==> src/rtl/evfilt_pkg.sv <==
// Shared types and helpers for the OR-line event filter.
// Holds the filter state encoding and parameter checks.
package evfilt_pkg;

  typedef enum logic {
    STABLE = 1'b0,
    SETTLE = 1'b1
  } filt_state_e;

  localparam int FILTER_CYCLES_MIN = 1;

  function automatic int evfilt_clog2(input int v);
    int r;
    int x;
    r = 0;
    x = v - 1;
    while (x > 0) begin
      r++;
      x = x >> 1;
    end
    return r;
  endfunction

  // fc fits the counter iff 1 <= fc <= 2**w
  function automatic bit evfilt_range_ok(
    input int fc,
    input int w
  );
    return (fc >= FILTER_CYCLES_MIN) &&
           (evfilt_clog2(fc) <= w);
  endfunction

endpackage

==> src/rtl/sync2_ff.sv <==
// Two-flop synchronizer for an asynchronous level input.
// Both stages reset to INIT; no enable.
module sync2_ff #(
  parameter logic INIT = 1'b0
) (
  input  logic C,
  input  logic CLRB,
  input  logic D,
  output logic Q
);

  logic s1;
  logic s2;

  always_ff @(posedge C or negedge CLRB) begin
    if (!CLRB) begin
      s1 <= INIT;
      s2 <= INIT;
    end else begin
      s1 <= D;
      s2 <= s1;
    end
  end

  assign Q = s2;

endmodule

==> src/rtl/or_event_filter.sv <==
// De-glitches a synchronized OR-line level and counts its rises.
// Emits registered level, edge pulses and a sticky saturating count.
module or_event_filter
  import evfilt_pkg::*;
#(
  parameter int   FILTER_CYCLES = 8,
  parameter int   FILTER_W      = 4,
  parameter int   CNT_W         = 8,
  parameter logic INIT          = 1'b0
) (
  input  logic             C,
  input  logic             CLRB,
  input  logic             I,
  input  logic             CE,
  input  logic             CNT_CLR,
  output logic             Q,
  output logic             RISE,
  output logic             FALL,
  output logic [CNT_W-1:0] CNT,
  output logic             CNT_SAT
);

  localparam bit RANGE_OK =
    evfilt_range_ok(FILTER_CYCLES, FILTER_W);

  generate
    if (!RANGE_OK) begin : g_bad_range
      $error("or_event_filter: FILTER_CYCLES out of range");
    end
  endgenerate

  localparam logic [FILTER_W-1:0] LAST =
    FILTER_W'(FILTER_CYCLES - 1);
  localparam logic [CNT_W-1:0] CNT_MAX = '1;
  localparam logic [CNT_W-1:0] CNT_PEN =
    CNT_MAX - CNT_W'(1);

  logic                s2;
  logic                q;
  logic                rise;
  logic                fall;
  logic [FILTER_W-1:0] fcnt;
  filt_state_e         state;
  logic [CNT_W-1:0]    cnt;
  logic                cnt_sat;

  logic match;
  logic done;
  logic step;
  logic cnt_inc;

  sync2_ff #(
    .INIT (INIT)
  ) u_sync (
    .C    (C),
    .CLRB (CLRB),
    .D    (I),
    .Q    (s2)
  );

  // Exclusive decode so the FSM case below is truly unique
  assign match   = (s2 == q);
  assign done    = !match && (fcnt == LAST);
  assign step    = !match && (fcnt != LAST);
  assign cnt_inc = CE && done && s2 && !cnt_sat;

  always_ff @(posedge C or negedge CLRB) begin
    if (!CLRB) begin
      q     <= INIT;
      fcnt  <= '0;
      state <= STABLE;
      rise  <= 1'b0;
      fall  <= 1'b0;
    end else begin
      rise <= 1'b0;
      fall <= 1'b0;
      if (CE) begin
        unique case (1'b1)
          match: begin
            fcnt  <= '0;
            state <= STABLE;
          end
          done: begin
            q     <= s2;
            fcnt  <= '0;
            state <= STABLE;
            rise  <= s2;
            fall  <= !s2;
          end
          step: begin
            if (state == STABLE) begin
              fcnt <= FILTER_W'(1);
            end else begin
              fcnt <= fcnt + FILTER_W'(1);
            end
            state <= SETTLE;
          end
          default: begin
            fcnt  <= '0;
            state <= STABLE;
          end
        endcase
      end
    end
  end

  // Clear beats a coincident increment; that event is dropped
  always_ff @(posedge C or negedge CLRB) begin
    if (!CLRB) begin
      cnt     <= '0;
      cnt_sat <= 1'b0;
    end else if (CNT_CLR) begin
      cnt     <= '0;
      cnt_sat <= 1'b0;
    end else if (cnt_inc) begin
      cnt     <= cnt + CNT_W'(1);
      cnt_sat <= (cnt == CNT_PEN);
    end
  end

  assign Q       = q;
  assign RISE    = rise;
  assign FALL    = fall;
  assign CNT     = cnt;
  assign CNT_SAT = cnt_sat;

endmodule

==> config.mk <==
export PLATFORM = sky130hd
export DESIGN_NAME = or_event_filter
export DESIGN_NICKNAME = d
export VERILOG_FILES = /design/src/rtl/evfilt_pkg.sv /design/src/rtl/sync2_ff.sv /design/src/rtl/or_event_filter.sv
export SDC_FILE = /design/constraint.sdc
export NUM_CORES = 1
export LEC_CHECK = 0
export CORE_MARGIN = 3
export CORE_UTILIZATION = 35
export DETAILED_ROUTE_END_ITERATION = 12
export PLACE_DENSITY = 0.59
export RECOVER_POWER = 50
export SLEW_MARGIN = 20
export SYNTH_ARGS = -nofsm -noshare
export SYNTH_HDL_FRONTEND = slang
export SYNTH_SLANG_ARGS = --single-unit
==> constraint.sdc <==
create_clock -name C -period 1.97 [get_ports C]
set_input_delay 0.394 -clock C [delete_from_list [all_inputs] [get_ports C]]
set_output_delay 0.394 -clock C [all_outputs]
set_load 0.005 [all_outputs]
==> results of run 1 <==
-- worst max-delay path, delay by kind of cell (launching register included) --
family        cells  cell delay (ns)
flops             1             0.46
mux               1             0.37
simple gates      2             0.82
-- layer usage --
metal / up-vias / routed length [µm] / track usage, %
li1: 379 / - / -
met1: 357 / 884 / 17.73
met2: 11 / 799 / 19.84
met3: 2 / 81 / 4.072
met4: 0 / 15 / 1.987
met5: - / 0 / 0
-- layout make-up --
type                            instances  area, µm²  area share, %
Sequential cell                        19      475.5          40.77
Multi-Input combinational cell         61      412.9          35.41
Timing Repair Buffer                   20      186.4          15.99
Tap cell                               30      37.54          3.219
Inverter                                7      26.28          2.253
Clock buffer                            3      22.52          1.931
Clock inverter                          1      5.005         0.4292
-- flip-flops by register name (all words and copies together) (netlist names) --
signal     cells
RISE           1
FALL           1
fcnt           4
CNT_SAT        1
u_sync.s1      1
CNT            8
Q              1
u_sync.Q       1
state          1
-- Yosys cell counts, types with 2 or more instances --
library cell	number
sky130_fd_sc_hd__a21oi_1	7
sky130_fd_sc_hd__a31oi_1	2
sky130_fd_sc_hd__clkbuf_1	2
sky130_fd_sc_hd__dfrtp_1	19
sky130_fd_sc_hd__ha_1	3
sky130_fd_sc_hd__inv_1	7
sky130_fd_sc_hd__mux2_2	3
sky130_fd_sc_hd__nand2_1	3
sky130_fd_sc_hd__nand3_1	5
sky130_fd_sc_hd__nand4_1	4
sky130_fd_sc_hd__nor2_1	4
sky130_fd_sc_hd__nor4_1	2
sky130_fd_sc_hd__o21ai_0	4
sky130_fd_sc_hd__o2bb2ai_1	2
sky130_fd_sc_hd__o31ai_1	3
sky130_fd_sc_hd__or3_1	3
sky130_fd_sc_hd__or4_1	4
-- metrics by stage --
stage                     std cells  util, %
after global routing            141    46.65
after CTS                       141    46.80
after global placement          137    45.70
final                           141    46.65
after detailed placement        137    45.70
after floorplan                  90        -
-- path summary, 6_finish.rpt --
| check | from | to | cells after the start |
|---|---|---|---|
| worst min register to register | u_sync.s1$_DFF_PN0_ | u_sync.Q$_DFF_PN0_ | 0 |
| worst min-delay path | u_sync.s1$_DFF_PN0_ | u_sync.Q$_DFF_PN0_ | 0 |
| worst max register to register | Q$_DFFE_PN0P_ | CNT[5]$_DFFE_PN0P_ | 3 |
| min in group asynchronous | CLRB | CNT[5]$_DFFE_PN0P_ | 2 |
| max in group asynchronous | CLRB | CNT[6]$_DFFE_PN0P_ | 2 |
| worst max-delay path | Q$_DFFE_PN0P_ | CNT[5]$_DFFE_PN0P_ | 3 |
-- where the power goes --
part	total (µW)	switching, µW	leakage (µW)	internal, µW
Sequential	407	9.20	0.000257	397
Combinational	42.3	24.5	0.000190	17.8
Clock	189	113	0.0000177	75.5
-- cell usage in the layout, fill, tap and decap left out, drive strengths merged, types with 4 or more instances in the layout --
cell type / synthesis / layout
a21oi: 7 / 7
nor2: 4 / 4
clkbuf: 2 / 4
o21ai: 4 / 4
dfrtp: 19 / 19
nand3: 5 / 5
or4: 4 / 4
or3: 4 / 4
clkdlybuf4s50: 0 / 14
nand4: 4 / 4
inv: 7 / 7
-- cells by family (layout without fill, tap and decap cells) --
logic type                 after synthesis  count (layout)  share of synthesized area (%)
and+or+nand+nor                         34              34                          22.54
AOI/OAI and AO/OA                       19              19                          12.28
DFF                                     19              19                          51.28
buffers and inverters                   10              31                          4.184
muxes                                    4               4                          4.723
adders and majority gates                3               3                          4.049
xor gates and xnor gates                 1               1                         0.9448
==> flow_summary.json, run 1 <==
{
  "yosys.area.top_type_share_pct": 51.28,
  "path_class": "reg -> reg",
  "kind_of_end_point_of_the_critical_path": "register",
  "routed_wire_length_per_instance_um": 12.63,
  "place.gp.congestion": 0.7670,
  "yosysTopAreaCell": "sky130_fd_sc_hd__dfrtp_1",
  "cts.repair.resized": 0,
  "synth_cells": 90,
  "worstPathCellList": "or3b_1 > nor4_1 > mux2_2",
  "synthesis.area_um2": 927.1,
  "grt_overflow": 0,
  "drt.antenna.violating_nets": 0,
  "achievable-frequency_mhz": 571.0,
  "netlist_top_cells_area": "sky130_fd_sc_hd__dfrtp_1 (51%), sky130_fd_sc_hd__ha_1 (4.0%), sky130_fd_sc_hd__a21oi_1 (3.8%), sky130_fd_sc_hd__mux2_2 (3.6%), sky130_fd_sc_hd__or4_1 (3.2%)",
  "die_x_um": 57.47,
  "clock_sink_count": 19,
  "setup-violations-final": 0,
  "clock_tree_buf_depth": 2,
  "drv_slew": 0,
  "standard_cell_with_the_maximum_stage_delay_on_the_critical_path": "sky130_fd_sc_hd__or3b_1",
  "timing.critical_path.arrival_ns": 1.94,
  "rsz0062_at_grt": "false",
  "synth.net_count": 98,
  "rows": 18,
  "worstHoldPathType": "reg -> reg",
  "cts.clk_slew.worst_paths_ns": 0.10,
  "synth_async_sr_flop_share_pct": 100.0,
  "timing.reg2reg.setup_slack_ns": 0.22,
  "yosysSeqAreaShare_pct": 51.28,
  "cellPowerDensity_nw_per_um2": 546.7,
  "placement.setup.worst_slack_ns": -0.03287,
  "cts_htree_levels": 1,
  "synth_edf_count": 0,
  "yosys.cell_types.count": 30,
  "ys_seq_elements": 19,
  "antenna-diode-count": 0,
  "status": "finished clean",
  "stdcell_area_um2": 1166,
  "setup.worst_path.start_class": "register",
  "setup-tns-final_ns": 0,
  "initial_core_util_pct": 37.09,
  "fillCellCount": 245,
  "overall_power_consumption_uw": 637.5,
  "synth-warning-count": 0,
  "core_area_um2": 2500,
  "final.setup.worst_slack_ns": 0.2188,
  "static-leakage-power_uw": 0.0004649,
  "required_ns": 2.16,
  "number_of_iterations_in_the_first_detailed_routing_pass": 4,
  "cts.root.buffer_cell": "sky130_fd_sc_hd__clkbuf_4",
  "die_y_um": 57.47,
  "grt_max_degree": 20,
  "dp_hpwl_um": 1356,
  "vdd_ir_drop_max_mv": 0.5194,
  "worst_pin_slew_ns": 0.9869,
  "worst_path_largest_cell_delay_ns": 0.49,
  "synth.avg_cell_area_um2": 10.30,
  "post-route-period-util_pct": 88.90,
  "grt_first_pass_wirelength_um": 3305,
  "cts.repair_timing.setup_buffer_count": 0,
  "via_per_inst": 5.312,
  "hold-worst-slack_ns": 0.3684,
  "drive_above_1_share_pct": 9.910,
  "nets": 120,
  "tritoncts": "built",
  "drv_cap": 0,
  "max-slew-margin-rel_pct": 34.21,
  "buffer_ports.inserted": 16,
  "synth_flop_cell": "sky130_fd_sc_hd__dfrtp_1",
  "grt_antenna_before_repair": 0,
  "via_count": 749,
  "min_period_ns": 1.751,
  "track_usage_pct": 12.76,
  "detail_route.wirelength_um": 1781,
  "path_max_fanout": 8,
  "num_io_pins": 17,
  "initialDrtViolationCount": 18,
  "synthToLayoutAreaGrowth_pct": 25.78,
  "cts.hold.buffers_added": 0,
  "num_cts_buffers": 3,
  "finClkSkew_ns": 0.005918,
  "finalHoldViolations": 0,
  "first_global_vias": 719,
  "drc": 0,
  "clk_latency_ns": 0.29,
  "die_area_um2": 3303,
  "postPlaceCellArea_um2": 1142
}
No activity file was read; power rests on OpenSTA's default activity.
==> run 2, diff against run 1 <==
CORE_ASPECT_RATIO = 0.75   (was not set)
CORE_UTILIZATION = 37   (was 35)
CTS_CLUSTER_SIZE = 16   (was not set)
PLACE_DENSITY = 0.62   (was 0.59)
==> run 2 against run 1 <==
Net effect:
- total power rose by 1.1%
- register-to-register slack got worse by 0.03 ns
- worst hold slack worse by 0.0041 ns
- largest cell class unchanged
- highest routed layer unchanged
==> flow_summary.json, run 2 (synthesis results as in run 1) <==
{
  "initialDrtViolationCount": 35,
  "post-route-period-util_pct": 90.51,
  "first_global_vias": 697,
  "cts.repair.resized": 0,
  "setup.worst_path.start_class": "register",
  "number_of_iterations_in_the_first_detailed_routing_pass": 6,
  "initial_core_util_pct": 39.52,
  "wire_length_the_detailed_router_placed_on_met1_um": 967,
  "drv_cap": 0,
  "static-leakage-power_uw": 0.0004601,
  "finClkSkew_ns": 0.002391,
  "worst_pin_slew_ns": 1.023,
  "num_cts_buffers": 3,
  "met2_length_um": 841,
  "core_area_um2": 2346,
  "rows": 15,
  "min_period_ns": 1.783,
  "antenna-diode-count": 0,
  "setup-violations-final": 0,
  "path_class": "reg -> reg",
  "dp_hpwl_um": 1352,
  "die_y_um": 49.35,
  "setup-tns-final_ns": 0,
  "cts.repair_timing.setup_buffer_count": 0,
  "required_ns": 2.16,
  "worstHoldPathType": "reg -> reg",
  "die_area_um2": 3149,
  "status": "finished clean",
  "place.gp.congestion": 0.7450,
  "grt_antenna_before_repair": 0,
  "mostFrequentLayoutCell": "sky130_fd_sc_hd__dfrtp_1",
  "via_per_inst": 5.229,
  "placement.setup.worst_slack_ns": -0.1204,
  "synthToLayoutAreaGrowth_pct": 25.51,
  "cellPowerDensity_nw_per_um2": 554.2,
  "timing.critical_path.arrival_ns": 1.98,
  "rsz0062_at_grt": "false",
  "drv_slew": 0,
  "max-slew-margin-rel_pct": 31.81,
  "clock_sink_count": 19,
  "cp_startpoint": "Q$_DFFE_PN0P_",
  "buffer_ports.inserted": 16,
  "nets": 119,
  "finalHoldViolations": 0,
  "cts.hold.buffers_added": 0,
  "path_max_fanout": 8,
  "die_x_um": 63.80,
  "vdd_ir_drop_max_mv": 0.3016,
  "grt_overflow": 0,
  "min_from": "u_sync.s1$_DFF_PN0_",
  "grt_first_pass_wirelength_um": 3222,
  "kind_of_end_point_of_the_critical_path": "register",
  "routed-wl-met3_um": 70,
  "final_cell_mix": "sky130_fd_sc_hd__dfrtp_1 (19), sky130_fd_sc_hd__clkdlybuf4s50_1 (14), sky130_fd_sc_hd__inv_1 (7), sky130_fd_sc_hd__a21oi_1 (7), sky130_fd_sc_hd__nand3_1 (5)",
  "cts.root.buffer_cell": "sky130_fd_sc_hd__clkbuf_4",
  "drc": 0,
  "grt_max_degree": 20,
  "cts_htree_levels": 1,
  "achievable-frequency_mhz": 560.9,
  "number_of_flip_flops_in_the_largest_register": 8,
  "tritoncts": "built",
  "via_count": 753,
  "drt.antenna.violating_nets": 0,
  "worst_r2r_startpoint": "Q$_DFFE_PN0P_",
  "cts.clk_slew.worst_paths_ns": 0.11,
  "detail_route.wirelength_um": 1886,
  "drive_above_1_share_pct": 9.091,
  "routed_wire_length_per_instance_um": 13.10,
  "final.setup.worst_slack_ns": 0.1870,
  "hold-worst-slack_ns": 0.3644,
  "top_layer_used": "met4",
  "postLayoutCoreUtil_pct": 49.60,
  "clk_latency_ns": 0.30,
  "clock_tree_buf_depth": 2,
  "num_io_pins": 17,
  "track_usage_pct": 12.95
}
-- run 2: changes by cell type in the layout (fill, tap and decap cells not counted), sizes merged --
cell / before / now
buf: 3 / 2
-- run 2: routing by layer --
metal  GRT usage (%)  up-vias
li1                -      375
met5               0        -
met1           18.44      364
met4           2.509        0
met3           4.147        2
met2           19.21       12
-- run 2: per-stage QoR --
step,total power (µW),area [µm²],std cells
after floorplan,433.3,927.1,90
after global placement,456.4,1140,140
after detailed placement,457.9,1140,140
after CTS,659.4,1167,144
after global routing,685.0,1164,144
final,644.8,1164,144
-- run 2: where the power goes --
group | internal [µW] | total, µW | leakage [µW] | switching, µW
Combinational | 16.5 | 41.6 | 0.000185 | 25.1
Clock | 75.7 | 197 | 0.0000177 | 121
Sequential | 398 | 406 | 0.000257 | 8.81
Total | 490 | 645 | 0.000460 | 155
-- run 2: layout make-up --
class                      instances  area (µm²)
inverter                           7       26.28
clock buffer                       3       22.52
fill                             219        1182
tap                               34       42.54
timing repair buffer              19       178.9
clock inverter                     1       5.005
multi-input combinational         61       412.9
sequential                        19       475.5
-- run 2: critical path: stages (launching register included) --
cell                      delay, ns
sky130_fd_sc_hd__dfrtp_1       0.46
sky130_fd_sc_hd__or3b_1        0.50
sky130_fd_sc_hd__nor4_1        0.34
sky130_fd_sc_hd__mux2_2        0.38
-- run 2: path summary, 6_finish.rpt --
kind	cells after the start	endpoint	slack [ns]
min in group asynchronous	2	state$_DFFE_PN0P_	0.77
max in group asynchronous	2	CNT[3]$_DFFE_PN0P_	0.58
worst min-delay path	0	u_sync.Q$_DFF_PN0_	0.36
worst max register to register	3	CNT[7]$_DFFE_PN0P_	0.19
worst max-delay path	3	CNT[7]$_DFFE_PN0P_	0.19
worst min register to register	0	u_sync.Q$_DFF_PN0_	0.36
==> run 3, diff against run 2 <==
SYNTH_HIERARCHICAL = 1   (was not set)
==> run 3 against run 2 <==
Net effect:
- first-iteration DRC count is 29% lower
- die area is 0.37% higher
- sequential cell count stayed put
- synthesized area is 0.40% higher
- synthesized cell count is 1.1% lower
- total power is 0.72% lower
- utilization is 0.59 points higher
- clock skew hardly changed
- global-route usage is 0.48 points higher
- worst hold slack worse by 0.0046 ns
- setup slack worse by 0.012 ns
- cell count is 0.69% higher
==> flow_summary.json, run 3 <==
{
  "final_cell_mix": "sky130_fd_sc_hd__dfrtp_1 (19), sky130_fd_sc_hd__clkdlybuf4s50_1 (14), sky130_fd_sc_hd__a21oi_1 (7)",
  "clock_tree_buf_depth": 2,
  "drv_cap": 0,
  "synth_async_sr_flop_share_pct": 100.0,
  "min_from": "u_sync/s1$_DFF_PN0_",
  "track_usage_pct": 13.43,
  "kind_of_end_point_of_the_critical_path": "primary output",
  "antenna-diode-count": 0,
  "initialDrtViolationCount": 25,
  "synthToLayoutAreaGrowth_pct": 26.48,
  "capture_point_of_the_worst_reg_to_reg_path": "CNT[7]$_DFFE_PN0P_",
  "die_y_um": 49.44,
  "initial_core_util_pct": 39.68,
  "place.gp.congestion": 0.8104,
  "detail_route.wirelength_um": 1866,
  "drive_above_1_share_pct": 9.009,
  "ys_seq_elements": 19,
  "worst_r2r_startpoint": "fcnt[0]$_DFFE_PN0P_",
  "nets": 120,
  "synth_top_family_by_area": "simple AND/OR/NAND/NOR gates",
  "synth-warning-count": 6,
  "via_per_inst": 5.138,
  "yosysSeqAreaShare_pct": 51.08,
  "cellPowerDensity_nw_per_um2": 543.7,
  "timing.critical_path.arrival_ns": 1.40,
  "cts_htree_levels": 1,
  "cts.repair_timing.setup_buffer_count": 0,
  "postLayoutCoreUtil_pct": 50.19,
  "vdd_ir_drop_max_mv": 0.3378,
  "most_numerous_cell_in_the_yosys_netlist": "sky130_fd_sc_hd__dfrtp_1",
  "drc": 0,
  "rsz0062_at_grt": "false",
  "min_period_ns": 1.795,
  "synth.avg_cell_area_um2": 10.46,
  "post-route-period-util_pct": 91.11,
  "cts.clk_slew.worst_paths_ns": 0.10,
  "ff2ff_path_depth": 5,
  "number_of_flip_flops_in_the_largest_register": 8,
  "path_class": "reg -> out",
  "cts.hold.buffers_added": 0,
  "netlist_top_cells_area": "sky130_fd_sc_hd__dfrtp_1 (51%), sky130_fd_sc_hd__ha_1 (4.0%), sky130_fd_sc_hd__a21oi_1 (3.8%), sky130_fd_sc_hd__mux2_2 (3.6%), sky130_fd_sc_hd__nand4_1 (3.4%)",
  "synth-compound-area-share_pct": 12.37,
  "buffer_ports.inserted": 16,
  "drv_slew": 0,
  "worst_pin_slew_ns": 0.9990,
  "num_cts_buffers": 3,
  "num_io_pins": 17,
  "max-slew-margin-rel_pct": 33.40,
  "achievable-frequency_mhz": 557.2,
  "stdcell_area_um2": 1177,
  "grt_max_degree": 20,
  "postPlaceCellArea_um2": 1159,
  "synthMuxAreaShare_pct": 5.780,
  "clk_latency_ns": 0.29,
  "core_area_um2": 2346,
  "timing.reg2reg.setup_slack_ns": 0.18,
  "post_synth_xor_area_fraction_pct": 0.9409,
  "first_global_vias": 701,
  "yosys.cell_types.count": 30,
  "setup-violations-final": 0,
  "worstPathCellList": "clkbuf_1 > clkdlybuf4s50_1",
  "grt_overflow": 0,
  "drt.antenna.violating_nets": 0,
  "synth_flop_cell": "sky130_fd_sc_hd__dfrtp_1",
  "standard_cell_with_the_maximum_stage_delay_on_the_critical_path": "sky130_fd_sc_hd__clkdlybuf4s50_1",
  "synth_top_cells_by_count": "sky130_fd_sc_hd__dfrtp_1 (19), sky130_fd_sc_hd__a21oi_1 (7), sky130_fd_sc_hd__inv_1 (6), sky130_fd_sc_hd__nand4_1 (5)",
  "setup.worst_path.start_class": "register",
  "synth_edf_count": 0,
  "finClkSkew_ns": 0.001929,
  "required_ns": 1.58,
  "yosys.area.top_type_share_pct": 51.08,
  "grt_antenna_before_repair": 0,
  "worstHoldPathType": "reg -> reg",
  "worstPathBufferInverterCount": 2,
  "die_x_um": 63.92,
  "hold-worst-slack_ns": 0.3598,
  "static-leakage-power_uw": 0.0004681,
  "number_of_iterations_in_the_first_detailed_routing_pass": 4,
  "die_area_um2": 3160,
  "grt_first_pass_wirelength_um": 3360,
  "via_count": 745,
  "rows": 15,
  "status": "finished clean",
  "mostFrequentLayoutCell": "sky130_fd_sc_hd__dfrtp_1",
  "dp_hpwl_um": 1361,
  "worst_path_largest_cell_delay_ns": 0.55,
  "path_max_fanout": 6,
  "number_of_cells_on_the_worst_hold_path": 0,
  "synth_cells": 89,
  "clock_sink_count": 19,
  "category_of_cells_accounting_for_the_largest_share_of_critical_path_delay": "buffers and inverters",
  "yosysTopAreaCell": "sky130_fd_sc_hd__dfrtp_1",
  "tritoncts": "built",
  "arithmetic_cell_share_of_the_synthesized_area_counting_full_adders_half_adders_and_majority_gates_pct": 4.032,
  "routed_wire_length_per_instance_um": 12.87,
  "fillCellCount": 229,
  "cts.root.buffer_cell": "sky130_fd_sc_hd__clkbuf_4",
  "synthesis.area_um2": 930.9,
  "synth.net_count": 97,
  "finalHoldViolations": 0,
  "hold_end": "u_sync/Q$_DFF_PN0_",
  "post_synth_and_or_nand_nor_area_fraction_pct": 22.04,
  "cts.repair.resized": 0
}
run 3: where the power goes:
part           leakage (µW)  switching, µW  internal, µW
Combinational      0.000196           24.6          18.0
Sequential         0.000257           10.2           397
Clock             0.0000150            111          78.7
run 3: cell families (layout without fill, tap and decap cells):
logic type	Yosys count	count (layout)
adders and majority gates	3	3
buffers and inverters	9	31
DFF	19	19
and+or+nand+nor	33	33
AOI/OAI and AO/OA	19	19
muxes	5	5
xor gates and xnor gates	1	1
run 3: final cells by class:
type                       instances  area [µm²]  area share, %
sequential                        19       475.5          40.38
tap                               34       42.54          3.613
timing repair buffer              21       190.2          16.15
clock buffer                       4       26.28          2.232
multi-input combinational         61       420.4          35.71
inverter                           6       22.52          1.913
run 3: per-layer routing:
| metal | up-vias | global-route usage, % | routed length, µm |
|---|---|---|---|
| met5 | - | 0 | 0 |
| li1 | 375 | - | - |
| met2 | 15 | 19.04 | 848 |
| met1 | 353 | 20.29 | 909 |
| met4 | 0 | 1.075 | 12 |
| met3 | 2 | 4.608 | 95 |
run 3: worst max-delay path by stage:
stage,from,cells after the start,end
after floorplan,Q$_DFFE_PN0P_,4,CNT[5]$_DFFE_PN0P_
after global placement,CE,5,CNT[7]$_DFFE_PN0P_
after detailed placement,CE,5,CNT[7]$_DFFE_PN0P_
after CTS,fcnt[0]$_DFFE_PN0P_,5,CNT[7]$_DFFE_PN0P_
after global routing,fcnt[1]$_DFFE_PN0P_,5,CNT[5]$_DFFE_PN0P_
final,Q$_DFFE_PN0P_,2,Q
run 3: worst reg2reg max path, stage by stage (launching register included):
cell,delay (ns)
sky130_fd_sc_hd__dfrtp_1,0.42
sky130_fd_sc_hd__ha_1,0.26
sky130_fd_sc_hd__nand4b_1,0.11
sky130_fd_sc_hd__buf_4,0.19
sky130_fd_sc_hd__nor4_1,0.33
sky130_fd_sc_hd__mux2_2,0.37
run 3: through the flow:
stage	cells	power [µW]	TNS [ns]	worst slack (ns)
global placement	141	459.2	0	0.01875
global route	145	676.4	0	0.01758
detailed placement	141	460.9	-0.01733	-0.01733
CTS	145	655.2	0	0.1712
finish	145	640.2	0	0.1752
floorplan	89	433.6	0	0.2998
